**src/rtl/uart_cmd_parser_if.sv**
```systemverilog
// rtl/uart_cmd_parser_if.sv - byte input and decoded command/error bundle for uart_cmd_parser
interface uart_cmd_parser_if #(
  parameter int ID_W  = 8,
  parameter int ARG_W = 16
);
  logic             rx_valid;
  logic [7:0]       rx_data;
  logic             cmd_valid;
  logic [ID_W-1:0]  cmd_id;
  logic [ARG_W-1:0] cmd_arg1;
  logic [ARG_W-1:0] cmd_arg2;
  logic [1:0]       cmd_argc;
  logic             cmd_err;
  logic [2:0]       err_code;

  modport master (
    output rx_valid, rx_data,
    input  cmd_valid, cmd_id, cmd_arg1, cmd_arg2, cmd_argc, cmd_err, err_code
  );

  modport slave (
    input  rx_valid, rx_data,
    output cmd_valid, cmd_id, cmd_arg1, cmd_arg2, cmd_argc, cmd_err, err_code
  );
endinterface

```
**src/rtl/uart_cmd_parser.sv**
```systemverilog
// rtl/uart_cmd_parser.sv - parses "$id[,a1[,a2]]\r\n" byte frames into command or error strobes
module uart_cmd_parser #(
  parameter int ID_W  = 8,
  parameter int ARG_W = 16
) (
  input  logic              clk,
  input  logic              rst,
  uart_cmd_parser_if.slave  bus
);
  localparam int AW = (ID_W > ARG_W) ? ID_W : ARG_W;
  localparam int MW = AW + 4;

  localparam logic [2:0] E_BADCHAR  = 3'd1;
  localparam logic [2:0] E_OVERFLOW = 3'd2;
  localparam logic [2:0] E_TOOMANY  = 3'd3;
  localparam logic [2:0] E_EMPTY    = 3'd4;
  localparam logic [2:0] E_NOLF     = 3'd5;

  localparam logic [MW-1:0] ID_MAX  = {{(MW-ID_W){1'b0}}, {ID_W{1'b1}}};
  localparam logic [MW-1:0] ARG_MAX = {{(MW-ARG_W){1'b0}}, {ARG_W{1'b1}}};

  typedef enum logic [1:0] {IDLE, FIELD, WAIT_LF, DISCARD} state_t;

  state_t           state_q, state_d;
  logic [1:0]       idx_q, idx_d;
  logic [AW-1:0]    acc_q, acc_d;
  logic             seen_q, seen_d;
  logic [ID_W-1:0]  id_q, id_d;
  logic [ARG_W-1:0] a1_q, a1_d;
  logic [ARG_W-1:0] a2_q, a2_d;
  logic             cmd_valid_q, cmd_valid_d;
  logic [ID_W-1:0]  cmd_id_q, cmd_id_d;
  logic [ARG_W-1:0] cmd_arg1_q, cmd_arg1_d;
  logic [ARG_W-1:0] cmd_arg2_q, cmd_arg2_d;
  logic [1:0]       cmd_argc_q, cmd_argc_d;
  logic             cmd_err_q, cmd_err_d;
  logic [2:0]       err_code_q, err_code_d;

  logic          is_digit, is_dollar, is_comma, is_space, is_cr, is_lf;
  logic [MW-1:0] acc_ext, acc_mul, field_max;
  logic          do_start, do_err, do_store;
  logic [2:0]    err_sel;

  assign is_digit  = (bus.rx_data >= 8'h30) && (bus.rx_data <= 8'h39);
  assign is_dollar = (bus.rx_data == 8'h24);
  assign is_comma  = (bus.rx_data == 8'h2C);
  assign is_space  = (bus.rx_data == 8'h20);
  assign is_cr     = (bus.rx_data == 8'h0D);
  assign is_lf     = (bus.rx_data == 8'h0A);

  // acc*10 + digit; the 4 spare bits keep the product exact before the range check.
  assign acc_ext   = {4'b0000, acc_q};
  assign acc_mul   = (acc_ext << 3) + (acc_ext << 1) + {{(MW-4){1'b0}}, bus.rx_data[3:0]};
  assign field_max = (idx_q == 2'd0) ? ID_MAX : ARG_MAX;

  always_comb begin
    state_d     = state_q;
    idx_d       = idx_q;
    acc_d       = acc_q;
    seen_d      = seen_q;
    id_d        = id_q;
    a1_d        = a1_q;
    a2_d        = a2_q;
    cmd_valid_d = 1'b0;
    cmd_id_d    = cmd_id_q;
    cmd_arg1_d  = cmd_arg1_q;
    cmd_arg2_d  = cmd_arg2_q;
    cmd_argc_d  = cmd_argc_q;
    cmd_err_d   = 1'b0;
    err_code_d  = err_code_q;
    do_start    = 1'b0;
    do_err      = 1'b0;
    do_store    = 1'b0;
    err_sel     = E_BADCHAR;

    if (bus.rx_valid) begin
      case (state_q)
        IDLE: begin
          if (is_dollar) do_start = 1'b1;
        end
        FIELD: begin
          if (is_digit) begin
            if (acc_mul > field_max) begin
              do_err  = 1'b1;
              err_sel = E_OVERFLOW;
            end else begin
              acc_d  = acc_mul[AW-1:0];
              seen_d = 1'b1;
            end
          end else if (is_space) begin
            // spaces are padding anywhere inside a field
          end else if (is_comma) begin
            if (!seen_q) begin
              do_err  = 1'b1;
              err_sel = E_EMPTY;
            end else if (idx_q == 2'd2) begin
              do_err  = 1'b1;
              err_sel = E_TOOMANY;
            end else begin
              do_store = 1'b1;
              idx_d    = idx_q + 2'd1;
              acc_d    = '0;
              seen_d   = 1'b0;
            end
          end else if (is_cr) begin
            if (!seen_q) begin
              do_err  = 1'b1;
              err_sel = E_EMPTY;
            end else begin
              do_store = 1'b1;
              state_d  = WAIT_LF;
            end
          end else if (is_dollar) begin
            do_start = 1'b1;
          end else begin
            do_err  = 1'b1;
            err_sel = E_BADCHAR;
          end
        end
        WAIT_LF: begin
          if (is_lf) begin
            cmd_valid_d = 1'b1;
            cmd_id_d    = id_q;
            cmd_arg1_d  = (idx_q >= 2'd1) ? a1_q : '0;
            cmd_arg2_d  = (idx_q == 2'd2) ? a2_q : '0;
            cmd_argc_d  = idx_q + 2'd1;
            state_d     = IDLE;
          end else if (is_dollar) begin
            do_start = 1'b1;
          end else begin
            do_err  = 1'b1;
            err_sel = E_NOLF;
          end
        end
        DISCARD: begin
          if (is_lf)          state_d  = IDLE;
          else if (is_dollar) do_start = 1'b1;
        end
        default: state_d = IDLE;
      endcase
    end

    if (do_store) begin
      case (idx_q)
        2'd0:    id_d = acc_q[ID_W-1:0];
        2'd1:    a1_d = acc_q[ARG_W-1:0];
        default: a2_d = acc_q[ARG_W-1:0];
      endcase
    end

    if (do_start) begin
      state_d = FIELD;
      idx_d   = 2'd0;
      acc_d   = '0;
      seen_d  = 1'b0;
    end

    if (do_err) begin
      cmd_err_d  = 1'b1;
      err_code_d = err_sel;
      state_d    = DISCARD;
    end
  end

  always_ff @(posedge clk) begin
    if (rst) begin
      state_q     <= IDLE;
      idx_q       <= '0;
      acc_q       <= '0;
      seen_q      <= 1'b0;
      id_q        <= '0;
      a1_q        <= '0;
      a2_q        <= '0;
      cmd_valid_q <= 1'b0;
      cmd_id_q    <= '0;
      cmd_arg1_q  <= '0;
      cmd_arg2_q  <= '0;
      cmd_argc_q  <= '0;
      cmd_err_q   <= 1'b0;
      err_code_q  <= '0;
    end else begin
      state_q     <= state_d;
      idx_q       <= idx_d;
      acc_q       <= acc_d;
      seen_q      <= seen_d;
      id_q        <= id_d;
      a1_q        <= a1_d;
      a2_q        <= a2_d;
      cmd_valid_q <= cmd_valid_d;
      cmd_id_q    <= cmd_id_d;
      cmd_arg1_q  <= cmd_arg1_d;
      cmd_arg2_q  <= cmd_arg2_d;
      cmd_argc_q  <= cmd_argc_d;
      cmd_err_q   <= cmd_err_d;
      err_code_q  <= err_code_d;
    end
  end

  assign bus.cmd_valid = cmd_valid_q;
  assign bus.cmd_id    = cmd_id_q;
  assign bus.cmd_arg1  = cmd_arg1_q;
  assign bus.cmd_arg2  = cmd_arg2_q;
  assign bus.cmd_argc  = cmd_argc_q;
  assign bus.cmd_err   = cmd_err_q;
  assign bus.err_code  = err_code_q;
endmodule
```
**src/flat_wrapper.sv**
```systemverilog
// flat-port wrapper written by rule: the top's interface ports become plain ports
module uart_cmd_parser_flat 
#(
  parameter int ID_W  = 8,
  parameter int ARG_W = 16
)
  (clk, rst, bus_rx_valid, bus_rx_data, bus_cmd_valid, bus_cmd_id, bus_cmd_arg1, bus_cmd_arg2, bus_cmd_argc, bus_cmd_err, bus_err_code);
  uart_cmd_parser_if #(.ID_W(ID_W), .ARG_W(ARG_W)) bus_i ();
  input  logic clk;
  input  logic rst;
  input wire logic [$bits(bus_i.rx_valid)-1:0] bus_rx_valid;
  input wire logic [$bits(bus_i.rx_data)-1:0] bus_rx_data;
  output wire logic [$bits(bus_i.cmd_valid)-1:0] bus_cmd_valid;
  output wire logic [$bits(bus_i.cmd_id)-1:0] bus_cmd_id;
  output wire logic [$bits(bus_i.cmd_arg1)-1:0] bus_cmd_arg1;
  output wire logic [$bits(bus_i.cmd_arg2)-1:0] bus_cmd_arg2;
  output wire logic [$bits(bus_i.cmd_argc)-1:0] bus_cmd_argc;
  output wire logic [$bits(bus_i.cmd_err)-1:0] bus_cmd_err;
  output wire logic [$bits(bus_i.err_code)-1:0] bus_err_code;
  assign bus_i.rx_valid = bus_rx_valid;
  assign bus_i.rx_data = bus_rx_data;
  assign bus_cmd_valid = bus_i.cmd_valid;
  assign bus_cmd_id = bus_i.cmd_id;
  assign bus_cmd_arg1 = bus_i.cmd_arg1;
  assign bus_cmd_arg2 = bus_i.cmd_arg2;
  assign bus_cmd_argc = bus_i.cmd_argc;
  assign bus_cmd_err = bus_i.cmd_err;
  assign bus_err_code = bus_i.err_code;
  uart_cmd_parser #(.ID_W(ID_W), .ARG_W(ARG_W)) u_core (.clk(clk), .rst(rst), .bus(bus_i));
endmodule
```
**config.mk**
```make
export PLATFORM = sky130hd
export DESIGN_NAME = uart_cmd_parser_flat
export DESIGN_NICKNAME = d
export VERILOG_FILES = /design/src/rtl/uart_cmd_parser_if.sv /design/src/rtl/uart_cmd_parser.sv /design/src/flat_wrapper.sv
export SDC_FILE = /design/constraint.sdc
export NUM_CORES = 1
export LEC_CHECK = 0
export ABC_AREA = 1
export BUFFER_PORTS_ARGS = -buffer_cell sky130_fd_sc_hd__buf_2
export CAP_MARGIN = 20
export CORE_UTILIZATION = 50
export DETAILED_ROUTE_END_ITERATION = 8
export PLACE_DENSITY = 0.72
export SLEW_MARGIN = 20
export SYNTH_ARGS = -nofsm -noshare
export SYNTH_HDL_FRONTEND = slang
export SYNTH_SLANG_ARGS = --single-unit
```
**constraint.sdc**
```tcl
create_clock -name clk -period 4.1 [get_ports clk]
set_input_delay 0.82 -clock clk [delete_from_list [all_inputs] [get_ports clk]]
set_output_delay 0.82 -clock clk [all_outputs]
set_load 0.005 [all_outputs]
```
==> run_results.csv <==
group,metric,value,unit
outcome,status,"finished, violations left",
outcome,violations,"negative setup slack",
global_routing,grt_pass1_wl,22800,µm
synth,ys.flop_type,"dfxtp_1",
sta,max_slew_margin,0.327,
placed_design,post-place-ws,-581,ps
worst_setup_path,end_kind,"register",
floorplan,ios,58,
worst_setup_path,max_stage_delay,540,ps
clock_tree,path_clk_slew,70,ps
worst_setup_path,required,4330,ps
sta,fin_tns_setup,-1120,ps
synth,syn_avg_cell_area,7.59,µm²
floorplan,fp.dieArea,11800,µm²
global_routing,grt_max_degree,44,
cells_and_area,fill_cells,973,
worst_hold_path,hold_class,"register to register",
floorplan,rows,38,
detailed_routing,first_pass_iters,6,
worst_setup_path,start_kind,"primary input",
sta,tightest_slew,1010,ps
placed_design,dp_cells,958,
synth,syn_nets,808,
global_routing,grt_usage,0.248,
worst_setup_path,crit_buf_inv,7,
synth,synth_edf_count,0,
cells_and_area,area_growth,22.2,%
floorplan,fp.dieW,109,µm
clock_tree,cts_made_buffers,9,
worst_setup_path,cpLargestDelayFamily,"simple AND/OR/NAND/NOR gates",
clock_tree,clock-sinks,108,
global_routing,antenna_found_initial,0,
detailed_routing,drcViolationCount,0,
detailed_routing,wl_per_cell,14.7,µm
synth,postSynth.asyncResetShare,0,
clock_tree,clock_path_buffers,2,
detailed_routing,avgViaCountPerCell,5.39,
worst_setup_path,crit_path_frequent_cell,"nand2_1",
synth,yosysSeqAreaShare,0.381,
placed_design,port_buffers,57,
pwr,power,1990,µW
sta,finalSetupViolations,19,
clock_tree,cts.htree.levels,3,
worst_setup_path,crit_type,"primary input to register",
sta,fin_crit,4200,ps
floorplan,start_util,0.520,
worst_setup_path,crit_fanout,5,
synth,synth_cell_type_count,44,
floorplan,die_h,109,µm
placed_design,place_hpwl,10500,µm
pwr,vdd_drop_max,0.000286,V
global_routing,grt_pass1_vias,4867,
worst_setup_path,slowest_stage,"fa_1",
synth,yosys-top-cells-area,"dfxtp_1 38%, ha_1 10%, nand2_1 7.7%",
synth,netlist_area,5680,µm²
synth,yosys_warnings,0,
detailed_routing,wl,14400,µm
sta,finClkSkew,5.43,ps
sta,hold_violations,0,
sta,fmax,238,MHz
synth,synth-seq-cells,108,
sta,worst_slack,-102,ps
floorplan,core,10900,µm²
cells_and_area,layout.cells.non_filler,984,
cells_and_area,drive_above_1_share,0.224,
clock_tree,cts_tree,"built",
detailed_routing,ant_nets,0,
cells_and_area,finalNetCount,898,
clock_tree,cts-hold-fix-buffers,0,
cells_and_area,num_antenna_cells,0,
detailed_routing,drtIter0Drc,343,
clock_tree,cts_root_buffer,"clkbuf_16",
pwr,p_leak,0.00335,µW
job,cap_viol_max_count,0,
worst_setup_path,arrival,4430,ps
placed_design,place.gp.congestion,0.914,
detailed_routing,vias,5301,
sta,final.period_utilization,1.02,
global_routing,gr-total-overflow,0,
clock_tree,insertion_delay,340,ps
sta,rsz0062_at_grt,"yes",
pwr,cellPowerDensity,287,nW/µm²
synth,synth_top_area_cell,"dfxtp_1",
synth,synth_cells,749,
synth,yosys.area.top_type_share,0.381,
sta,report.final.slew_viol_count,0,
[metrics by stage]
step           utilization  hold WS [ps]  area (µm²)
2_1_floorplan            -           429        5700
3_3_place_gp         0.582           440        6360
3_5_place_dp         0.582           447        6360
4_1_cts              0.620           457        6780
5_1_grt              0.635           476        6940
6_report             0.635           452        6940
[final timing paths]
kind,cells after the start,slack [ps],endpoint,start
max,30,-100,u_core.acc_q[0]$_SDFFE_PP0P_,bus_rx_data[3]
min,2,450,u_core.a1_q[11]$_SDFFE_PP0P_,u_core.a1_q[11]$_SDFFE_PP0P_
max reg2reg,29,60,u_core.acc_q[0]$_SDFFE_PP0P_,u_core.acc_q[0]$_SDFFE_PP0P_
min reg2reg,2,450,u_core.a1_q[11]$_SDFFE_PP0P_,u_core.a1_q[11]$_SDFFE_PP0P_
[cell usage after synthesis, drive strengths merged, types with 7 or more instances]
cell type and number:
o31ai 31, nor2 59, ha 46, nand3 54, xor2 11, dfxtp 108, nand2 122, buf 12
o21ai 54, nor3 7, a211oi 15, a21oi 71, inv 114, clkbuf 20
[area by class of cell]
| class | count | area (µm²) | share of cell area |
|---|---|---|---|
| Timing Repair Buffer | 111 | 729 | 0.105 |
| Sequential cell | 108 | 2160 | 0.311 |
| Multi-Input combinational cell | 494 | 3120 | 0.449 |
| Tap cell | 140 | 175 | 0.0252 |
| Clock inverter | 4 | 55.1 | 0.00793 |
| Inverter | 115 | 449 | 0.0647 |
| Clock buffer | 12 | 256 | 0.0369 |
[state kept, by name (all words and copies together) (netlist names)]
signal	cells
u_core.seen_q	1
u_core.a2_q	16
u_core.id_q	8
u_core.bus.cmd_argc	2
u_core.bus.cmd_id	8
u_core.bus.cmd_arg1	16
u_core.idx_q	2
u_core.bus.cmd_arg2	16
u_core.state_q	2
u_core.bus.err_code	3
u_core.a1_q	16
u_core.bus.cmd_valid	1
u_core.acc_q	16
u_core.bus.cmd_err	1
[worst reg2reg max path: cells and delay by family (launching register included)]
family	cells	cell delay, ps
AO/OA/AOI/OAI	2	220
XOR/XNOR	1	170
flip-flops	1	340
adder cells (fa/ha/maj)	3	1150
buffers and inverters	6	600
AND/OR/NAND/NOR	17	1450
[cell usage in the layout (no fill, tap or decap), drive strengths merged, types with 3 or more instances in the layout]
cell type,instances
o2111ai,3
buf,111
dfxtp,108
o21ai,54
a21oi,71
inv,114
and3,3
a31oi,3
nand2,122
o31ai,31
nand3,54
nor2,59
xor2,11
ha,46
a211oi,15
clkbuf,12
clkinv,3
nor3,7
[where the power goes]
part | total (µW) | switching (µW) | internal, µW
registers | 1050 | 0.0976 | 1050
clock network | 890 | 379 | 511
logic | 54.9 | 38.0 | 16.9
[cells by family after synthesis]
kind of cell,after synthesis,share of synthesized area
simple gates,252,0.197
compound gates,182,0.194
buf+inv,147,0.101
flops,108,0.381
fa+ha+maj,48,0.108
xor+xnor,12,0.0198
[what timing repair did]
action	4_1_cts	5_1_grt
hold endpoints to repair	0	0
resized for setup	19	27
buffers inserted	4	6
pin swaps	7	14
setup endpoints to repair	21	23
gates cloned	0	0
[per-layer routing]
metal / share of wire / GRT usage / up-vias / routed length, µm
met5: 0 / 0 / - / 0
met4: 0.019 / 0.0927 / 0 / 277
met3: 0.043 / 0.0289 / 22 / 616
met2: 0.48 / 0.415 / 120 / 6930
met1: 0.46 / 0.326 / 2478 / 6600
li1: - / - / 2681 / -
Note: power is estimated with default switching activity, not from simulation.
